[src/rtl/modmul_word_io.sv]
// Word-serial front/back end for the 256-bit modular multiplier core:
// assembles X/Y from a word stream, runs the core, streams Q back out.
module modmul_word_io #(
  parameter int WORD_W = 32,
  parameter int OP_W   = 256
) (
  input  logic              clk,
  input  logic              rst,
  input  logic              in_valid,
  output logic              in_ready,
  input  logic [WORD_W-1:0] in_data,
  output logic              out_valid,
  input  logic              out_ready,
  output logic [WORD_W-1:0] out_data,
  output logic              out_last,
  output logic              mm_start,
  output logic [OP_W-1:0]   mm_X,
  output logic [OP_W-1:0]   mm_Y,
  input  logic [OP_W-1:0]   mm_Q,
  input  logic              mm_done,
  output logic              busy
);

  localparam int NWORDS = OP_W / WORD_W;
  localparam int CNT_W  = $clog2(NWORDS);
  localparam logic [CNT_W-1:0] LAST_IDX = CNT_W'(NWORDS - 1);

  typedef enum logic [2:0] {
    S_IDLE   = 3'd0,
    S_LOAD_X = 3'd1,
    S_LOAD_Y = 3'd2,
    S_START  = 3'd3,
    S_WAIT   = 3'd4,
    S_DRAIN  = 3'd5
  } state_t;

  state_t            state_r;
  state_t            state_nxt_s;
  logic [CNT_W-1:0]  in_cnt_r;
  logic [CNT_W-1:0]  out_cnt_r;
  logic [OP_W-1:0]   x_r;
  logic [OP_W-1:0]   y_r;
  logic [OP_W-1:0]   res_r;
  logic              in_acc_s;
  logic              out_acc_s;

  // Every output comes straight from a register or a decode of the state register.
  assign in_ready  = (state_r == S_LOAD_X) || (state_r == S_LOAD_Y);
  assign mm_start  = (state_r == S_START);
  assign out_valid = (state_r == S_DRAIN);
  assign out_last  = (state_r == S_DRAIN) && (out_cnt_r == LAST_IDX);
  assign busy      = (state_r != S_IDLE) && (state_r != S_LOAD_X);
  assign out_data  = res_r[WORD_W-1:0];
  assign mm_X      = x_r;
  assign mm_Y      = y_r;

  assign in_acc_s  = in_valid && in_ready;
  assign out_acc_s = out_valid && out_ready;

  // State register.
  always_ff @(posedge clk or negedge rst) begin
    if (!rst) begin
      state_r <= S_IDLE;
    end else begin
      state_r <= state_nxt_s;
    end
  end

  // Next-state decode.
  always_comb begin
    state_nxt_s = state_r;
    case (state_r)
      S_IDLE:   state_nxt_s = S_LOAD_X;
      S_LOAD_X: begin
        if (in_acc_s && (in_cnt_r == LAST_IDX)) state_nxt_s = S_LOAD_Y;
        else                                    state_nxt_s = S_LOAD_X;
      end
      S_LOAD_Y: begin
        if (in_acc_s && (in_cnt_r == LAST_IDX)) state_nxt_s = S_START;
        else                                    state_nxt_s = S_LOAD_Y;
      end
      S_START:  state_nxt_s = S_WAIT;
      S_WAIT: begin
        if (mm_done) state_nxt_s = S_DRAIN;
        else         state_nxt_s = S_WAIT;
      end
      S_DRAIN: begin
        if (out_acc_s && (out_cnt_r == LAST_IDX)) state_nxt_s = S_LOAD_X;
        else                                      state_nxt_s = S_DRAIN;
      end
      default:  state_nxt_s = S_IDLE;
    endcase
  end

  // Operand assembly (little-endian word order) and result shift-out.
  always_ff @(posedge clk or negedge rst) begin
    if (!rst) begin
      in_cnt_r  <= '0;
      out_cnt_r <= '0;
      x_r       <= '0;
      y_r       <= '0;
      res_r     <= '0;
    end else begin
      if (in_acc_s) begin
        in_cnt_r <= in_cnt_r + 1'b1;
        for (int k = 0; k < NWORDS; k++) begin
          if (in_cnt_r == CNT_W'(k)) begin
            if (state_r == S_LOAD_X) x_r[k*WORD_W +: WORD_W] <= in_data;
            else                     y_r[k*WORD_W +: WORD_W] <= in_data;
          end
        end
      end
      if ((state_r == S_WAIT) && mm_done) begin
        res_r     <= mm_Q;
        out_cnt_r <= '0;
      end else if (out_acc_s) begin
        res_r     <= res_r >> WORD_W;
        out_cnt_r <= out_cnt_r + 1'b1;
      end
    end
  end

endmodule

[config.mk]
export PLATFORM = sky130hd
export DESIGN_NAME = modmul_word_io
export DESIGN_NICKNAME = d
export VERILOG_FILES = /design/src/rtl/modmul_word_io.sv
export SDC_FILE = /design/constraint.sdc
export NUM_CORES = 1
export LEC_CHECK = 0
export BUFFER_PORTS_ARGS = -buffer_cell sky130_fd_sc_hd__clkbuf_2
export CAP_MARGIN = 20
export CORE_AREA = 5 5 325 327
export DETAILED_ROUTE_END_ITERATION = 8
export DIE_AREA = 0 0 330 332
export GPL_ROUTABILITY_DRIVEN = 0
export HOLD_SLACK_MARGIN = 0.03
export PLACE_DENSITY = 0.51
export RECOVER_POWER = 100
export SLEW_MARGIN = 20
export SYNTH_ARGS = -nofsm -noshare
export SYNTH_HDL_FRONTEND = slang
export SYNTH_SLANG_ARGS = --single-unit
[constraint.sdc]
create_clock -name clk -period 3.3 [get_ports clk]
set_input_delay 0.495 -clock clk [delete_from_list [all_inputs] [get_ports clk]]
set_output_delay 0.495 -clock clk [all_outputs]
set_load 0.03 [all_outputs]
==> After elaboration in Yosys (flattened, before gate mapping) <==
Index checks and enable logic that the tools add are counted.
{ "totals": {"register_bits": 777, "inputBits": 293, "elab_cells": 74} }
{ "classes": {"n_addsub": 2, "n_eq_ne": 14, "n_mux": 9, "n_bitwise": 1, "reduce_logical": 28} }
{ "op_table": {"columns": ["op", "n"], "rows": [
  ["$mux W256", 2],
  ["$reduce_and A3 Y1", 16],
  ["$eq A3 B3 Y1 const B", 7],
  ["$pmux W3 S6", 1],
  ["$eq A3 B2 Y1 const B", 4],
  ["$mux W3", 3],
  ["$logic_and A1 B1 Y1", 7],
  ["$add A3 B1 Y3 const B", 2],
  ["$eq A3 B1 Y1 const B", 2],
  ["$logic_not A3 Y1", 2],
  ["$ne A3 B1 Y1 const B", 1],
  ["$reduce_bool A3 Y1", 1],
  ["$mux W1", 2],
  ["$mux W2", 1],
  ["$reduce_bool A2 Y1", 1],
  ["$logic_or A1 B1 Y1", 1],
  ["$not A1 Y1", 1]
]} }

==> Logic depth before layout (Yosys ltp) <==
{ "depth": {"ltp_word": 6, "ltp_mapped": 7, "mapped_depth_nobuf": 5} }

==> Worst setup path after synthesis <==
OpenSTA, ideal clock, no wires.
{ "synth_path": {"path_type": "flip-flop to flip-flop", "from": "register in_cnt_r[0]", "to": "register y_r[193], in the netlist mm_Y[193]", "setup_ns": 0.125, "t_arrival_ns": 1.836, "path_slack_ns": 1.339, "stages_incl_launch_ff": 8, "path_buffers": 2, "period_less_slack_ns": 1.961, "cell_sequence": "dfrtp_1 inv_1 ha_1 nand2_1 or4_1 clkbuf_1 buf_1 mux2_2"} }
{ "synth_via": {"elab_chain_len": 2} }
{ "synth_lines": {"columns": ["item", "line_no", "source"], "rows": [
  ["from (decl)", "39", "logic [CNT_W-1:0] in_cnt_r;"],
  ["from (signal assigned)", "105", "in_cnt_r <= in_cnt_r + 1'b1;"],
  ["$eq A3 B3 Y1", "107", "if (in_cnt_r == CNT_W'(k)) begin"],
  ["$reduce_and A3 Y1 (no source line)", null, null],
  ["to (signal, indexed assignment)", "109", "else y_r[k*WORD_W +: WORD_W] <= in_data;"],
  ["to (decl)", "42", "logic [OP_W-1:0] y_r;"]
]} }
No other way between the ends.
A chain may end at the register's enable or synchronous reset.

==> Final worst setup path <==
{ "layout_path": {"from": "register state_r[2]", "to": "register res_r[84]"} }
{ "layout_via": {"elab_chain_len": 3} }
{ "layout_lines": {"columns": ["item", "line_no", "source"], "rows": [
  ["from (decl)", "37", "state_t state_r;"],
  ["from (signal assigned)", "65", "state_r <= state_nxt_s;"],
  ["$eq A3 B3 Y1, on equally long branches", "113, 50", null],
  ["$logic_and A1 B1 Y1, on equally long branches", "113, 58", null],
  ["$mux W256 / $reduce_bool A2 Y1 (equally long branches)", null, null],
  ["to (signal assigned)", "114", "res_r <= mm_Q;"],
  ["to (signal assigned)", "117", "res_r <= res_r >> WORD_W;"],
  ["to (decl)", "43", "logic [OP_W-1:0] res_r;"]
]} }
Several ways; a longest one is shown, not always the timed one.

==> impl_metrics.toml <==
[finish]
drive_gt1_share_pct = 30.1
design_area_mm2 = 0.0394
final_common_cell = "dfrtp_1"
area_growth_pct = 28.7
nNetsFinal = 3454
fillers = 10300
final_cell_mix = "dfrtp_1, clkbuf_1, mux2_2, clkbuf_2, nand2_1"

[sta]
max_slew.worst_pin.slew_ps = 2380
hold_violations = 0
grt_setup_unrepaired = "no"
final.min_clock_period_ps = 3010
clock_skew_ps = 15.1
report.final.slew_viol_count = 156
fin_setup_tns_ps = 0
setup_viol = 0
fmax_mhz = 332
layout_setup_ws_ps = 288
period_share_pct = 91.3
slew_headroom_pct = -58.5

[routing]
drt_wl_total_mm = 111
dr.pass1.iters = 5
drc = 0
avgRoutedWirePerCell_um = 24.0
avgViaCountPerCell = 4.74
via_count = 21900
antenna_left = 0
first_iter_violations = 1331

[clocking]
cts_setup_buffers = 0
clkTransAtPathRegs_ps = 60
clock-root-buffer = "clkbuf_16"
cts_made_buffers = 89
htreeDepth = 3
cts_resized = 0
insertion_delay_ps = 650
clock_sinks = 777
cts_tree = "done"
clockBufferDepth = 3

[global_route]
grt_pass1_wl_mm = 159
first_global_vias = 22100
antenna_found_initial = 29
grt_usage_pct = 19.5
grt_max_degree = 131
grt-ovfl-total = 0

[logic_synthesis]
synth_seq_cells = 777
async_flop_share_pct = 100
avgSynthCellArea_um2 = 13.5
syn-num-nets = 2571
ys_warn_count = 0
synth-edff-count = 0
yosysSeqAreaShare_pct = 63.5
ys.flop_type = "dfrtp_1"
syn_area_mm2 = 0.0306
postSynthCellCount = 2270
synth_cell_types = 42

[floorplan]
die_area_mm2 = 0.110
pin_count = 842
fp.dieW_um = 330
start_util_pct = 29.8
rows = 118
die_h_um = 332
core_area_mm2 = 0.103

[setup_path]
path_delay_family = "simple AND/OR/NAND/NOR gates"
reg2reg_depth = 5
worst_setup_path_start_kind = "flip-flop"
cp.required_ps = 3830
cp.depth = 5
crit_arrival_ps = 3540
path_cells = "clkbuf_1 > and4b_2 > nor2_2 > buf_12 > a221o_1"
endpoint = "res_r[84]$_DFFE_PN0P_"
reg2reg_from = "state_r[2]$_DFF_PN0_"
slowest_delay_ps = 860
worstSetupStartpoint = "state_r[2]$_DFF_PN0_"
critPathBufInv = 2
rrSetupSlack_ps = 290
cp-end-kind = "flip-flop"
r2r-end = "res_r[84]$_DFFE_PN0P_"
crit_type = "reg2reg"
path_max_fanout = 86
crit_slowest_cell = "and4b_2"

[run_status]
violations = "max-capacitance violations, max-slew violations"
status = "finished, violations left"

[power_and_ir_drop]
peakVddDrop_mv = 0.516
p_per_area_mw_per_mm2 = 856
leakage_uw = 0.0185

[place]
port_buffers = 841
dpl_cell_area_mm2 = 0.0363
dpl.hpwl_mm = 77.9
place_ws_ps = 746

[min_path]
hp-class = "in2reg"

[run]
cap_violations = 2
-- kinds of logic after synthesis --
kind of cell,after synthesis,synth area share (%)
AO/OA/AOI/OAI,361,8.46
multiplexers,514,19.0
adder cells (fa/ha/maj),8,0.327
buffers and inverters,311,4.54
XOR/XNOR,1,0.0286
AND/OR/NAND/NOR,298,4.10
flip-flops,777,63.5
-- layer usage --
layer  global-route usage (%)  part of all wire [%]  vias up  wire [um]
li1                         -                     -     9747          -
met1                     25.4                    42    11300      46600
met2                     31.3                    48      691      53000
met3                     5.37                   6.9      173       7690
met4                     6.90                   3.3        6       3640
met5                        0                 0.042        -         47
-- cells in the mapped netlist, types with 4 or more instances --
master / instances / area [um^2]
nand3_1: 5 / 25.0
mux2_1: 33 / 372
mux2_2: 470 / 5290
nor2_1: 131 / 492
clkbuf_1: 96 / 360
o21ai_0: 96 / 480
a21oi_1: 33 / 165
buf_4: 32 / 240
inv_1: 99 / 372
ha_1: 8 / 100
nand2_1: 135 / 507
a221o_1: 96 / 961
a31oi_1: 32 / 200
a22oi_1: 96 / 721
dfrtp_1: 777 / 19400
mux2_4: 10 / 150
and3_1: 4 / 25.0
buf_2: 63 / 315
buf_1: 18 / 67.6
-- per-stage QoR --
stage | power, uW | util (%) | cells | hold slack (ps)
after floorplan | 20500 | - | 2270 | 199
after global placement | 24200 | 35.4 | 4342 | 470
after detailed placement | 24400 | 35.4 | 4342 | 478
after CTS | 34600 | 39.3 | 4602 | 30.1
after global routing | 35300 | 38.4 | 4620 | 35.5
final | 33700 | 38.4 | 4623 | 84.2
-- report_power, final --
group	internal, uW	leakage (uW)	switching (uW)
sequential	12000	0.0104	1300
combinational	3200	0.00670	7210
clock	5950	0.00146	4050
total	21100	0.0185	12600
-- repair_timing --
item / 4_1_cts / 5_1_grt
setup endpoints to repair: 0 / 0
hold buffers: 100 / 0
hold endpoints to repair: 140 / 0
-- sequential cells by signal, indices dropped and copies added, names as in the netlist --
name	cells
out_cnt_r	3
in_cnt_r	3
state_r	3
mm_X	256
res_r	256
mm_Y	256
-- how the worst min path moves through the flow --
stage | startpoint | cells past startpoint | slack, ps | endpoint
after global placement | mm_Y[104]$_DFFE_PN0P_ | 1 | 470 | mm_Y[104]$_DFFE_PN0P_
after CTS | mm_Q[152] | 2 | 30 | res_r[152]$_DFFE_PN0P_
final | mm_Q[86] | 2 | 80 | res_r[86]$_DFFE_PN0P_
after detailed placement | mm_Y[104]$_DFFE_PN0P_ | 1 | 480 | mm_Y[104]$_DFFE_PN0P_
after global routing | mm_Q[146] | 2 | 40 | res_r[146]$_DFFE_PN0P_
after floorplan | rst | 0 | 200 | in_cnt_r[0]$_DFFE_PN0N_
-- layout make-up --
cell class	instances	area, um^2	share of cell area, %
Antenna cell	21	52.6	0.133
Clock buffer	130	2610	6.63
Clock inverter	30	338	0.858
Inverter	99	372	0.943
Multi-Input combinational cell	1182	9770	24.8
Sequential cell	777	19400	49.4
Tap cell	1380	1730	4.38
Timing Repair Buffer	1004	5080	12.9
(Power assumes the default switching activity.)
